===== src/rtl/rf_safe_shutdown.sv =====
// rtl/rf_safe_shutdown.sv - watchdog-driven RF amplitude gate with ramped shutdown and sticky fault
module rf_safe_shutdown #(
  parameter int unsigned       AMP_W      = 16,
  parameter int unsigned       RAMP_DIV   = 4,
  parameter logic [AMP_W-1:0]  STEP       = 16'h1000,
  parameter int unsigned       WARN_SHIFT = 1
) (
  input  logic             clk,
  input  logic             rstn,
  input  logic             wd_triggered,
  input  logic             wd_warning,
  input  logic             rf_enable_req,
  input  logic             fault_clear,
  input  logic [AMP_W-1:0] amp_target,
  output logic [AMP_W-1:0] amp_out,
  output logic             rf_enable,
  output logic             fault_latched,
  output logic             wd_force_reset,
  output logic [2:0]       state_out
);

  typedef enum logic [2:0] {
    IDLE      = 3'd0,
    RAMP_UP   = 3'd1,
    RUN       = 3'd2,
    RAMP_DOWN = 3'd3,
    FAULT     = 3'd4
  } state_t;

  localparam int unsigned CNT_W = (RAMP_DIV > 1) ? $clog2(RAMP_DIV) : 1;
  localparam logic [CNT_W-1:0] CNT_LAST = CNT_W'(RAMP_DIV - 1);
  localparam logic [CNT_W-1:0] CNT_ONE  = CNT_W'(1);

  state_t           state_q;
  logic [CNT_W-1:0] cnt_q;
  logic [AMP_W-1:0] amp_q;
  logic             rf_en_q;
  logic             fault_q;
  logic             frst_q;

  logic             tick_d;
  logic [AMP_W-1:0] tgt_d;
  logic [AMP_W:0]   sum_d;
  logic [AMP_W-1:0] amp_up_d;
  logic [AMP_W-1:0] amp_dn_d;

  // Ramp arithmetic: warning-attenuated target, saturating up step, floored down step
  always_comb begin
    tick_d   = (cnt_q == CNT_LAST);
    tgt_d    = wd_warning ? (amp_target >> WARN_SHIFT) : amp_target;
    sum_d    = {1'b0, amp_q} + {1'b0, STEP};
    amp_up_d = (sum_d > {1'b0, tgt_d}) ? tgt_d : sum_d[AMP_W-1:0];
    amp_dn_d = (amp_q <= STEP) ? '0 : (amp_q - STEP);
  end

  // Control FSM with registered amplitude, enable, fault flag and watchdog re-arm pulse
  always_ff @(posedge clk or negedge rstn) begin
    if (!rstn) begin
      state_q <= IDLE;
      cnt_q   <= '0;
      amp_q   <= '0;
      rf_en_q <= 1'b0;
      fault_q <= 1'b0;
      frst_q  <= 1'b0;
    end else begin
      frst_q <= 1'b0;
      unique case (state_q)
        IDLE: begin
          amp_q   <= '0;
          rf_en_q <= 1'b0;
          cnt_q   <= '0;
          if (wd_triggered) begin
            state_q <= FAULT;
            fault_q <= 1'b1;
          end else if (rf_enable_req) begin
            state_q <= RAMP_UP;
            rf_en_q <= 1'b1;
          end
        end
        RAMP_UP: begin
          if (wd_triggered) begin
            state_q <= RAMP_DOWN;
            fault_q <= 1'b1;
            cnt_q   <= '0;
          end else if (!rf_enable_req) begin
            state_q <= RAMP_DOWN;
            cnt_q   <= '0;
          end else if (tick_d) begin
            amp_q <= amp_up_d;
            cnt_q <= '0;
            if (amp_up_d == tgt_d) state_q <= RUN;
          end else begin
            cnt_q <= cnt_q + CNT_ONE;
          end
        end
        RUN: begin
          cnt_q <= '0;
          if (wd_triggered) begin
            state_q <= RAMP_DOWN;
            fault_q <= 1'b1;
          end else if (!rf_enable_req) begin
            state_q <= RAMP_DOWN;
          end else begin
            amp_q <= tgt_d;
          end
        end
        RAMP_DOWN: begin
          // A late trigger still forces the fault path once the carrier is off
          if (wd_triggered) fault_q <= 1'b1;
          if (amp_q == '0) begin
            state_q <= (fault_q || wd_triggered) ? FAULT : IDLE;
            rf_en_q <= 1'b0;
            cnt_q   <= '0;
          end else if (tick_d) begin
            amp_q <= amp_dn_d;
            cnt_q <= '0;
            if (amp_dn_d == '0) begin
              state_q <= (fault_q || wd_triggered) ? FAULT : IDLE;
              rf_en_q <= 1'b0;
            end
          end else begin
            cnt_q <= cnt_q + CNT_ONE;
          end
        end
        FAULT: begin
          amp_q   <= '0;
          rf_en_q <= 1'b0;
          cnt_q   <= '0;
          fault_q <= 1'b1;
          if (fault_clear && !wd_triggered) begin
            state_q <= IDLE;
            fault_q <= 1'b0;
            frst_q  <= 1'b1;
          end
        end
        default: begin
          state_q <= IDLE;
          amp_q   <= '0;
          rf_en_q <= 1'b0;
          cnt_q   <= '0;
        end
      endcase
    end
  end

  assign amp_out        = amp_q;
  assign rf_enable      = rf_en_q;
  assign fault_latched  = fault_q;
  assign wd_force_reset = frst_q;
  assign state_out      = state_q;

endmodule


===== config.mk =====
export PLATFORM = sky130hd
export DESIGN_NAME = rf_safe_shutdown
export DESIGN_NICKNAME = d
export VERILOG_FILES = /design/src/rtl/rf_safe_shutdown.sv
export SDC_FILE = /design/constraint.sdc
export NUM_CORES = 1
export LEC_CHECK = 0
export ABC_CLOCK_PERIOD_IN_PS = 3000
export BUFFER_PORTS_ARGS = -buffer_cell sky130_fd_sc_hd__buf_2
export CAP_MARGIN = 10
export CORE_ASPECT_RATIO = 0.9
export CORE_MARGIN = 3
export CORE_UTILIZATION = 56
export DETAILED_ROUTE_END_ITERATION = 16
export PLACE_DENSITY = 0.81
export SLEW_MARGIN = 30
export SYNTH_ARGS = -nofsm -noshare
export SYNTH_HDL_FRONTEND = slang
export SYNTH_SLANG_ARGS = --single-unit

===== constraint.sdc =====
create_clock -name clk -period 3 [get_ports clk]
set_input_delay 0 -clock clk [delete_from_list [all_inputs] [get_ports clk]]
set_output_delay 0 -clock clk [all_outputs]
set_load 0.02 [all_outputs]

### Word-level counts from Yosys, hierarchy flattened

Cells that the tools add are included.

| storage, ports and cells | value |
|---|---|
| bits in registers | 24 |
| logic and storage cells | 87 |
| input port bits | 22 |
| output and inout port bits | 22 |

| cells by class | value |
|---|---|
| add/sub/neg operators | 3 |
| order comparisons | 2 |
| reduce and logical (&&, ||, !) cells | 13 |
| equal/unequal tests | 21 |
| bitwise logic cells | 1 |
| multiplexer cells | 41 |

Operators by type and width:

| cell | count |
|---|---|
| 2-to-1 mux 16 bit | 10 |
| one-hot mux 16 bit (3 select lines) | 1 |
| 2-to-1 mux 3 bit | 13 |
| zero test 16 bit | 2 |
| adder 16 x 13 -> 17 bit (second input constant) | 1 |
| greater-than comparator 17 x 16 -> 1 bit | 1 |
| == test 16 bit | 1 |
| <= comparator 16 x 13 -> 1 bit (second input constant) | 1 |
| != test 2 bit (second input constant) | 8 |
| subtractor 16 x 13 -> 16 bit (second input constant) | 1 |
| one-hot mux 3 bit (5 select lines) | 1 |
| AND reduction 7 bit | 2 |
| != test 3 bit (second input constant) | 4 |
| 2-to-1 mux 1 bit | 9 |
| 2-to-1 mux 2 bit | 4 |
| != test 4 bit (second input constant) | 2 |
| == test 3 x 2 -> 1 bit (second input constant) | 2 |
| one-hot mux 2 bit (2 select lines) | 1 |
| OR reduction 4 bit | 1 |
| == test 3 x 1 -> 1 bit (second input constant) | 1 |
| == test 3 bit (second input constant) | 1 |
| zero test 3 bit | 1 |
| one-hot mux 1 bit (3 select lines) | 1 |
| AND reduction 3 bit | 1 |
| other kinds (11) | 11 |

### Depth between registers and ports, before layout

Gate-level depths: netlist of run 1.

| depth | value |
|---|---|
| word-level depth | 9 |
| mapped depth | 13 |
| mapped depth without buffers | 11 |

### Worst setup path before layout of run 1

No wires, ideal clock.

| path | value |
|---|---|
| path type | reg2reg |
| start | register amp_q[12] (netlist: amp_out[12]) |
| end | register state_q[0] (netlist: state_out[0]) |
| cell stages (with the launch flop) | 11 |
| period minus slack after synthesis | 2.757 ns |
| required time | 2.879 ns |
| arrival | 2.636 ns |
| setup slack | 0.243 ns |
| path buffers | 0 |
| cells stage by stage | dfrtp_1 > inv_1 > ha_1 > ha_1 > and3_1 > nor3b_1 > o211ai_1 > a21oi_4 > nor2_1 > a31o_1 > o22a_1 |

| on the way | value |
|---|---|
| word-level cells in the longest chain between the ends | 6 |
| elaborated cells between the ends (all ways) | 15 |
| those cells by class | add/sub: 2; order compare: 2; eq/ne: 4; mux: 4; reduce/logical: 3 |

RTL lines:

| element | RTL line | source |
|---|---|---|
| start: declaration | 36 | `logic [AMP_W-1:0] amp_q;` |
| start signal: assignment | 89 | `amp_q <= amp_up_d;` |
| start signal: assignment | 104 | `amp_q <= tgt_d;` |
| start signal: assignment | 115 | `amp_q <= amp_dn_d;` |
| adder 16 x 13 -> 17 bit | 51 | `sum_d = {1'b0, amp_q} + {1'b0, STEP};` |
| greater-than comparator 17 x 16 -> 1 bit | 52 | `amp_up_d = (sum_d > {1'b0, tgt_d}) ? tgt_d : sum_d[AMP_W-1:0];` |
| 2-to-1 mux 16 bit | 52 |  |
| == test 16 bit | 91 | `if (amp_up_d == tgt_d) state_q <= RUN;` |
| != test 4 bit (no line) | - |  |
| AND reduction 7 bit (no line) | - |  |
| end signal: assignment | 111 | `state_q <= (fault_q \|\| wd_triggered) ? FAULT : IDLE;` |
| end signal: assignment | 118 | `state_q <= (fault_q \|\| wd_triggered) ? FAULT : IDLE;` |
| end: declaration | 34 | `state_t state_q;` |

Parallel ways exist; a longest one is shown, timed or not.
A chain may end at the register's enable or synchronous reset.

### Worst setup path after layout of run 1

| path | value |
|---|---|
| start | register amp_q[12] (netlist: amp_out[12]) |
| end | register amp_q[12] (netlist: amp_out[12]) |

| on the way | value |
|---|---|
| word-level cells in the longest chain between the ends | 7 |
| elaborated cells between the ends (all ways) | 15 |
| those cells by class | add/sub: 2; order compare: 2; eq/ne: 1; mux: 8; reduce/logical: 2 |

RTL lines:

| element | RTL line | source |
|---|---|---|
| adder 16 x 13 -> 17 bit | 51 |  |
| greater-than comparator 17 x 16 -> 1 bit | 52 |  |
| 2-to-1 mux 16 bit | 52 |  |
| 2-to-1 mux 16 bit | 88 | `end else if (tick_d) begin` |
| 2-to-1 mux 16 bit | 85 | `end else if (!rf_enable_req) begin` |
| 2-to-1 mux 16 bit | 81 | `if (wd_triggered) begin` |
| one-hot mux 16 bit (3 select lines) | 67 | `unique case (state_q)` |

Parallel ways exist; a longest one is shown, timed or not. The select of a mux whose other input is x is not followed.

==> key figures, run 1 <==
Run status
  • Status: finished, final reports clean

Placement
  • IO Port Bufs: 43
  • Dpl cells: 335
  • Dpl hpwl: 4340 µm
  • Placer Congestion: 0.895

Clock network
  • CTS Buffer Depth: 2
  • CTS sink cnt: 24
  • Clk slew on worst S/H paths: 90 ps
  • Post-CTS setup buffer count: 0
  • Root Driver: clkbuf_8
  • TritonCTS clock tree: yes
  • Total CTS buffers: 3
  • Skew-Pair Late Insertion Delay: 270 ps
  • CTS H-tree lvls: 1

Routing
  • Drt initial violations: 98
  • DR top layer: met4
  • Vias: 2002
  • Pre-antenna DRT Iters: 4
  • Wl on met1: 2570 µm
  • Wire per inst: 16.3 µm
  • Via density: 5.91
  • Drt drc: 0
  • Length of routed met2 wiring: 2610 µm
  • Post-Route WL: 5510 µm
  • ANT nets after route: 0
  • Met3 wire len: 248 µm

STA
  • Slew Viols, Final: 0
  • Final hold vios: 0
  • Setup Skew: 1.68 ps
  • Final hold slack: 33.9 ps
  • Max frequency: 350 MHz
  • Crit path time final: 2860 ps
  • Worst slew margin: 0.621
  • Setup TNS Final: 0 ps
  • Least-Margin Pin Slew: 568 ps
  • Final worst-path cycle share: 0.952
  • Final setup violation count: 0

Layout
  • Layout cells sized above 1: 0.283
  • Diode count: 0
  • Fillers: 313
  • Area grow syn2layout: 13.4%
  • Multi-input logic area: 0.00160 mm²
  • FF+latch area: 602 µm²
  • Non-Filler Instances: 339
  • Layout Nets: 338

Job
  • Max Cap Viol: 0

Synth
  • Yosys top cell area share: 0.260
  • Synth Net Count: 289
  • Netlist cell types: 55
  • Area of the mapped netlist: 0.00231 mm²
  • #FFs+latches synth: 24
  • Seq/Total Area, Yosys: 0.260
  • Asr flop ratio synth: 1.00
  • Top cells by area, synth: dfrtp_1 26%, ha_1 11%, xnor2_1 4.6%
  • Syn_area_per_cell: 9.38 µm²
  • Number of synthesized flops with an enable pin: 0
  • Cells after synthesis: 246
  • Leading area contributor after synthesis: dfrtp_1
  • Primary FF master, synth: dfrtp_1
  • Syn. warnings: 0

Global route
  • Global-route wire length before repair: 8960 µm
  • Pin count of the biggest net entering global routing: 25
  • Initial antenna violation count: 0
  • Vias in the first global route: 1869
  • GR Util All Layers: 0.233
  • Grt total ovfl: 0

Floorplan
  • # rows: 21
  • Die width: 73.7 µm
  • Io pins: 44
  • Initial Util: 0.602
  • Core Area: 0.00384 mm²
  • Die Area: 0.00493 mm²
  • Chip Height: 66.9 µm

Power and ir drop
  • Lkg Pwr: 0.00123 µW
  • PwrDens: 765 mW/mm²
  • VDD IR max: 0.517 mV

Setup path
  • CP Launch Type: flop
  • Setup CP Type: reg2reg
  • Data required, critical path: 3130 ps
  • Crit-path max FO: 9
  • WP data arrival: 2990 ps
  • Endpoint class of the critical path: flop

Min path
  • Hold Crit Class: in2reg
## flip-flops by register name (all words and copies together), names as in the netlist
name	count
amp_out	16
cnt_q	2
fault_latched	1
rf_enable	1
state_out	3
wd_force_reset	1
## worst paths after layout
kind | from | to | slack (ps) | cells past startpoint
min in group asynchronous | rstn | cnt_q[1] | 250 | 2
min | fault_clear | wd_force_reset | 30 | 3
min reg2reg | cnt_q[0] | cnt_q[0] | 450 | 1
max | amp_out[12] | amp_out[12] | 140 | 11
max in group asynchronous | rstn | amp_out[12] | 2340 | 2
max reg2reg | amp_out[12] | amp_out[12] | 140 | 11
## per-layer routing
metal,vias to the layer above,GRT usage
met5,-,0
met4,0,0.0452
met3,8,0.0437
met2,42,0.372
met1,948,0.328
li1,1004,-
## cell type report
type / instances / area share
multi-input combinational: 205 / 0.609
sequential: 24 / 0.230
timing repair buffer: 53 / 0.112
tap: 46 / 0.0220
clock buffer: 3 / 0.0158
inverter: 8 / 0.0115
## report_power, final
part	total (µW)	switching [µW]	leakage (µW)	internal, µW
logic	1220	717	0.000885	500
clock network	198	108	0.0000216	90.1
registers	587	183	0.000320	404
total	2000	1010	0.00123	995
## logic make-up after synthesis
| kind of cell | Yosys count | share of synthesized area |
|---|---|---|
| AOI/OAI and AO/OA | 62 | 0.182 |
| xor gates and xnor gates | 19 | 0.0721 |
| adders and majority gates | 21 | 0.114 |
| buffers and inverters | 17 | 0.0520 |
| DFF | 24 | 0.260 |
| muxes | 16 | 0.0959 |
| and+or+nand+nor | 87 | 0.224 |
## cell usage in the layout, fill, tap and decap left out, drive strengths merged, types with 2 or more instances in the layout
master | netlist | layout
and3 | 6 | 6
nand2 | 28 | 28
nor3b | 3 | 3
nand2b | 3 | 3
nand4 | 8 | 8
clkbuf | 4 | 3
a21oi | 17 | 17
mux2i | 16 | 16
xnor2 | 12 | 12
xor2 | 7 | 7
inv | 8 | 8
a2111oi | 2 | 2
o21ai | 24 | 24
nand3 | 4 | 4
nor3 | 6 | 6
o22ai | 2 | 2
nor4 | 6 | 6
o211ai | 3 | 3
buf | 5 | 52
and2b | 3 | 3
ha | 21 | 21
nor2b | 2 | 2
o221ai | 2 | 2
nor2 | 15 | 15
dfrtp | 24 | 24
## per-stage QoR
stage / total power, µW / cell area (µm²) / utilization / setup WS [ps]
2_1_floorplan: 1480 / 2310 / - / 243
3_3_place_gp: 1770 / 2560 / 0.667 / 284
3_5_place_dp: 1790 / 2560 / 0.667 / 101
4_1_cts: 1990 / 2610 / 0.680 / 37.3
5_1_grt: 2160 / 2620 / 0.683 / -3.86
6_report: 2000 / 2620 / 0.683 / 144
## timing repair
item | 4_1_cts | 5_1_grt
endpoints found under the setup margin | 0 | 17
gates resized for setup | 0 | 2
hold buffers | 1 | 0
hold endpoints to repair | 24 | 0
## worst max-delay path, stage by stage (launching register included)
cell	delay [ps]
dfrtp_2	480
nand3_1	150
xor2_2	210
inv_1	110
ha_1	310
and3_1	180
nor3b_1	250
o211ai_1	180
a21oi_4	290
nor2_1	110
o21ai_0	260
o221ai_1	180
## synthesized netlist by cell type, types with 4 or more instances
library cell,number
a21oi_1,15
and3_1,6
dfrtp_1,24
ha_1,21
inv_1,7
mux2i_1,9
mux2i_4,4
nand2_1,27
nand3_1,4
nand4_1,8
nor2_1,15
nor3_1,5
o21ai_0,9
o21ai_1,14
xnor2_1,12
xor2_1,7
Note: power is estimated with default switching activity, not from simulation.
==> inputs of run 2 (changes only) <==
- ABC_AREA: default -> 1
- CORE_ASPECT_RATIO: 0.9 -> default
- CORE_UTILIZATION: 56 -> 58
- PLACE_DENSITY: 0.81 -> 0.82
==> run 2 against run 1 <==
Effect of this change:
- setup slack worse by 52 ps
- final area up 28%
- sequential share of layout area down 5.0 points
- synthesized cell count up 83%
- critical path depth up 10
- highest routed layer unchanged
- largest power group unchanged
- count of clock-buffer cells in the layout unchanged
- routed wire length up 53%
- power up 66%
- register-to-register slack worse by 50 ps
==> key figures, run 2 <==
Run status
  • Status: finished, final reports clean

STA
  • Final hold vios: 0
  • Slew Viols, Final: 0
  • Final setup violation count: 0
  • RSZ-0062 raised after global routing: yes
  • Max frequency: 344 MHz
  • Setup Skew: 6.54 ps
  • Final worst-path cycle share: 0.969
  • Least-Margin Pin Slew: 564 ps
  • Setup TNS Final: 0 ps
  • Crit path time final: 2910 ps
  • Worst slew margin: 0.620

Synth
  • Yosys top cell area share: 0.218
  • Netlist cell types: 32
  • Post-synthesis mux area share: 0
  • Post-synth top cells: 110 x nand2_1, 77 x inv_1, 52 x nand3_1, 47 x o21ai_0, 42 x nor2_1
  • Post-Synth Simple-Gate Area: 0.340
  • Adder-cell share of the synthesized area: 0.0956
  • Seq/Total Area, Yosys: 0.218
  • Synth Area in XOR/XNOR: 0.00956
  • Syn. warnings: 0
  • Area of the mapped netlist: 0.00275 mm²
  • Largest family of logic cells by synthesized area: simple AND/OR/NAND/NOR gates
  • Primary FF master, synth: dfrtp_1
  • Asr flop ratio synth: 1.00
  • Count leader, synth: nand2_1
  • Synth Net Count: 493
  • Leading area contributor after synthesis: dfrtp_1
  • Area fraction in compound gates after synthesis: 0.190
  • Number of synthesized flops with an enable pin: 0
  • #FFs+latches synth: 24
  • Top cells by area, synth: dfrtp_1 22%, nand2_1 15%, inv_1 11%
  • Cells after synthesis: 450
  • Syn_area_per_cell: 6.11 µm²

Setup path
  • CP Buf/Inv Count: 5
  • Endpoint class of the critical path: flop
  • CP most frequent cell: nand2_1
  • Reg2reg start: amp_out[12]
  • CP delay by family, top: simple AND/OR/NAND/NOR gates
  • WP data arrival: 3090 ps
  • Data required, critical path: 3180 ps
  • CP Launch Type: flop
  • Crit-path max FO: 16
  • Reg2reg setup slack: 90 ps
  • Worst path cell trace: inv_1, ha_4, ha_1, inv_1, nor2_1, nand3_1, inv_1, nand4_1, buf_4, nand2_8, buf_12, nand3_1, nand2_1, nor2_1, nand2_1, nor2_2, nand2_2, nand2_4, nand2_2, nand2_1, nand2_1
  • Worst stage delay on the critical path: 500 ps
  • Worst reg2reg endpoint: state_out[1]
  • Critical-path top delay cell: dfrtp_2
  • R2R cell count: 21
  • Setup CP Type: reg2reg

Job
  • Max Cap Viol: 0

Floorplan
  • Core Area: 0.00447 mm²
  • Chip Height: 74.8 µm
  • Die width: 74.8 µm
  • Io pins: 44
  • # rows: 24
  • Initial Util: 0.614
  • Die Area: 0.00560 mm²

Min path
  • Hold Crit Class: in2reg
  • Hold Path Stages: 3
  • Worst Hold Launch: rf_enable_req
  • WHS Endpoint: rf_enable

Layout
  • Diode count: 0
  • Most frequent cells in the layout: 109 x nand2_1, 76 x inv_1, 51 x nand3_1
  • Fin area: 0.00336 mm²
  • Max FFs per register: 16
  • Layout cells sized above 1: 0.187
  • Layout Nets: 551
  • End-of-flow core utilization: 0.752
  • Commonest non-fill, non-tap cell in the layout: nand2_1
  • Area grow syn2layout: 22.3%
  • Non-Filler Instances: 559

Global route
  • Initial antenna violation count: 0
  • GR Util All Layers: 0.300
  • Vias in the first global route: 2842
  • Pin count of the biggest net entering global routing: 33
  • Grt total ovfl: 0
  • Global-route wire length before repair: 13000 µm

Routing
  • Pre-antenna DRT Iters: 6
  • ANT nets after route: 0
  • Vias: 3296
  • Via density: 5.90
  • Wire per inst: 15.1 µm
  • Post-Route WL: 8420 µm
  • Drt drc: 0
  • Drt initial violations: 415

Clock network
  • Skew-Pair Late Insertion Delay: 280 ps
  • Root Driver: clkbuf_8
  • Clk slew on worst S/H paths: 100 ps
  • CTS Buffer Depth: 2
  • CTS H-tree lvls: 1
  • CTS sink cnt: 24
  • Total CTS buffers: 3
  • TritonCTS clock tree: yes

Placement
  • IO Port Bufs: 43
  • Dpl hpwl: 6020 µm
  • Dpl cells: 547
  • Post-DP Area: 0.00308 mm²
  • Placer Congestion: 0.943

Power and ir drop
  • VDD IR max: 0.587 mV
  • Lkg Pwr: 0.00185 µW
  • PwrDens: 989 mW/mm²
run 2: stage by stage:
step	hold WS [ps]	power, µW	setup WS [ps]
floorplan	-296	2140	253
global placement	19.2	2700	80.9
detailed placement	30.5	2760	-21.8
CTS	38.4	3080	39.0
global route	68.9	3590	-85.9
finish	50.7	3330	92.3
run 2: metal layers:
metal / vias to the layer above / GRT usage / wire [µm] / share of wire
li1: 1588 / - / - / -
met1: 1484 / 0.400 / 3520 / 0.42
met2: 186 / 0.486 / 3790 / 0.45
met3: 38 / 0.0387 / 796 / 0.095
met4: 0 / 0.128 / 308 / 0.037
met5: - / 0 / 0 / 0
run 2: final cells by class:
| class | instances | area [µm²] |
|---|---|---|
| clock buffer | 3 | 41.3 |
| clock inverter | 1 | 30.0 |
| fill | 391 | 1110 |
| inverter | 79 | 297 |
| multi-input combinational | 331 | 1870 |
| sequential | 24 | 603 |
| tap | 52 | 65.1 |
| timing repair buffer | 69 | 455 |
run 2: worst max path at each step:
| stage | depth (start not counted) | to | start |
|---|---|---|---|
| 2_1_floorplan | 21 | state_out[1] | amp_out[12] |
| 3_3_place_gp | 22 | state_out[0] | amp_out[12] |
| 3_5_place_dp | 22 | state_out[1] | amp_out[12] |
| 4_1_cts | 22 | state_out[1] | amp_out[12] |
| 5_1_grt | 21 | state_out[1] | amp_out[12] |
| 6_report | 21 | state_out[1] | amp_out[12] |
run 2: timing repair:
action	in CTS	in global routing
endpoints found under the setup margin	2	3
gates resized for setup	2	21
cloned	0	2
pin swaps	0	11
hold buffers	3	0
hold endpoints to repair	26	0
buffers inserted	0	3
run 2: cell families (layout without fill, tap and decap cells):
family / count (synthesis) / after routing
and+or+nand+nor: 219 / 220
AOI/OAI and AO/OA: 87 / 87
xor gates and xnor gates: 3 / 3
buffers and inverters: 96 / 152
DFF: 24 / 24
adders and majority gates: 21 / 21
run 2: power breakdown:
part           internal, µW  switching (µW)  total, µW
clock network           179             126        305
registers               436             147        583
logic                   851            1590       2440
total                  1470            1860       3330
run 2: tightest hold or removal path, stage by stage:
cell	delay (ps)
buf_2	110
nand2_1	90
o21ai_0	100
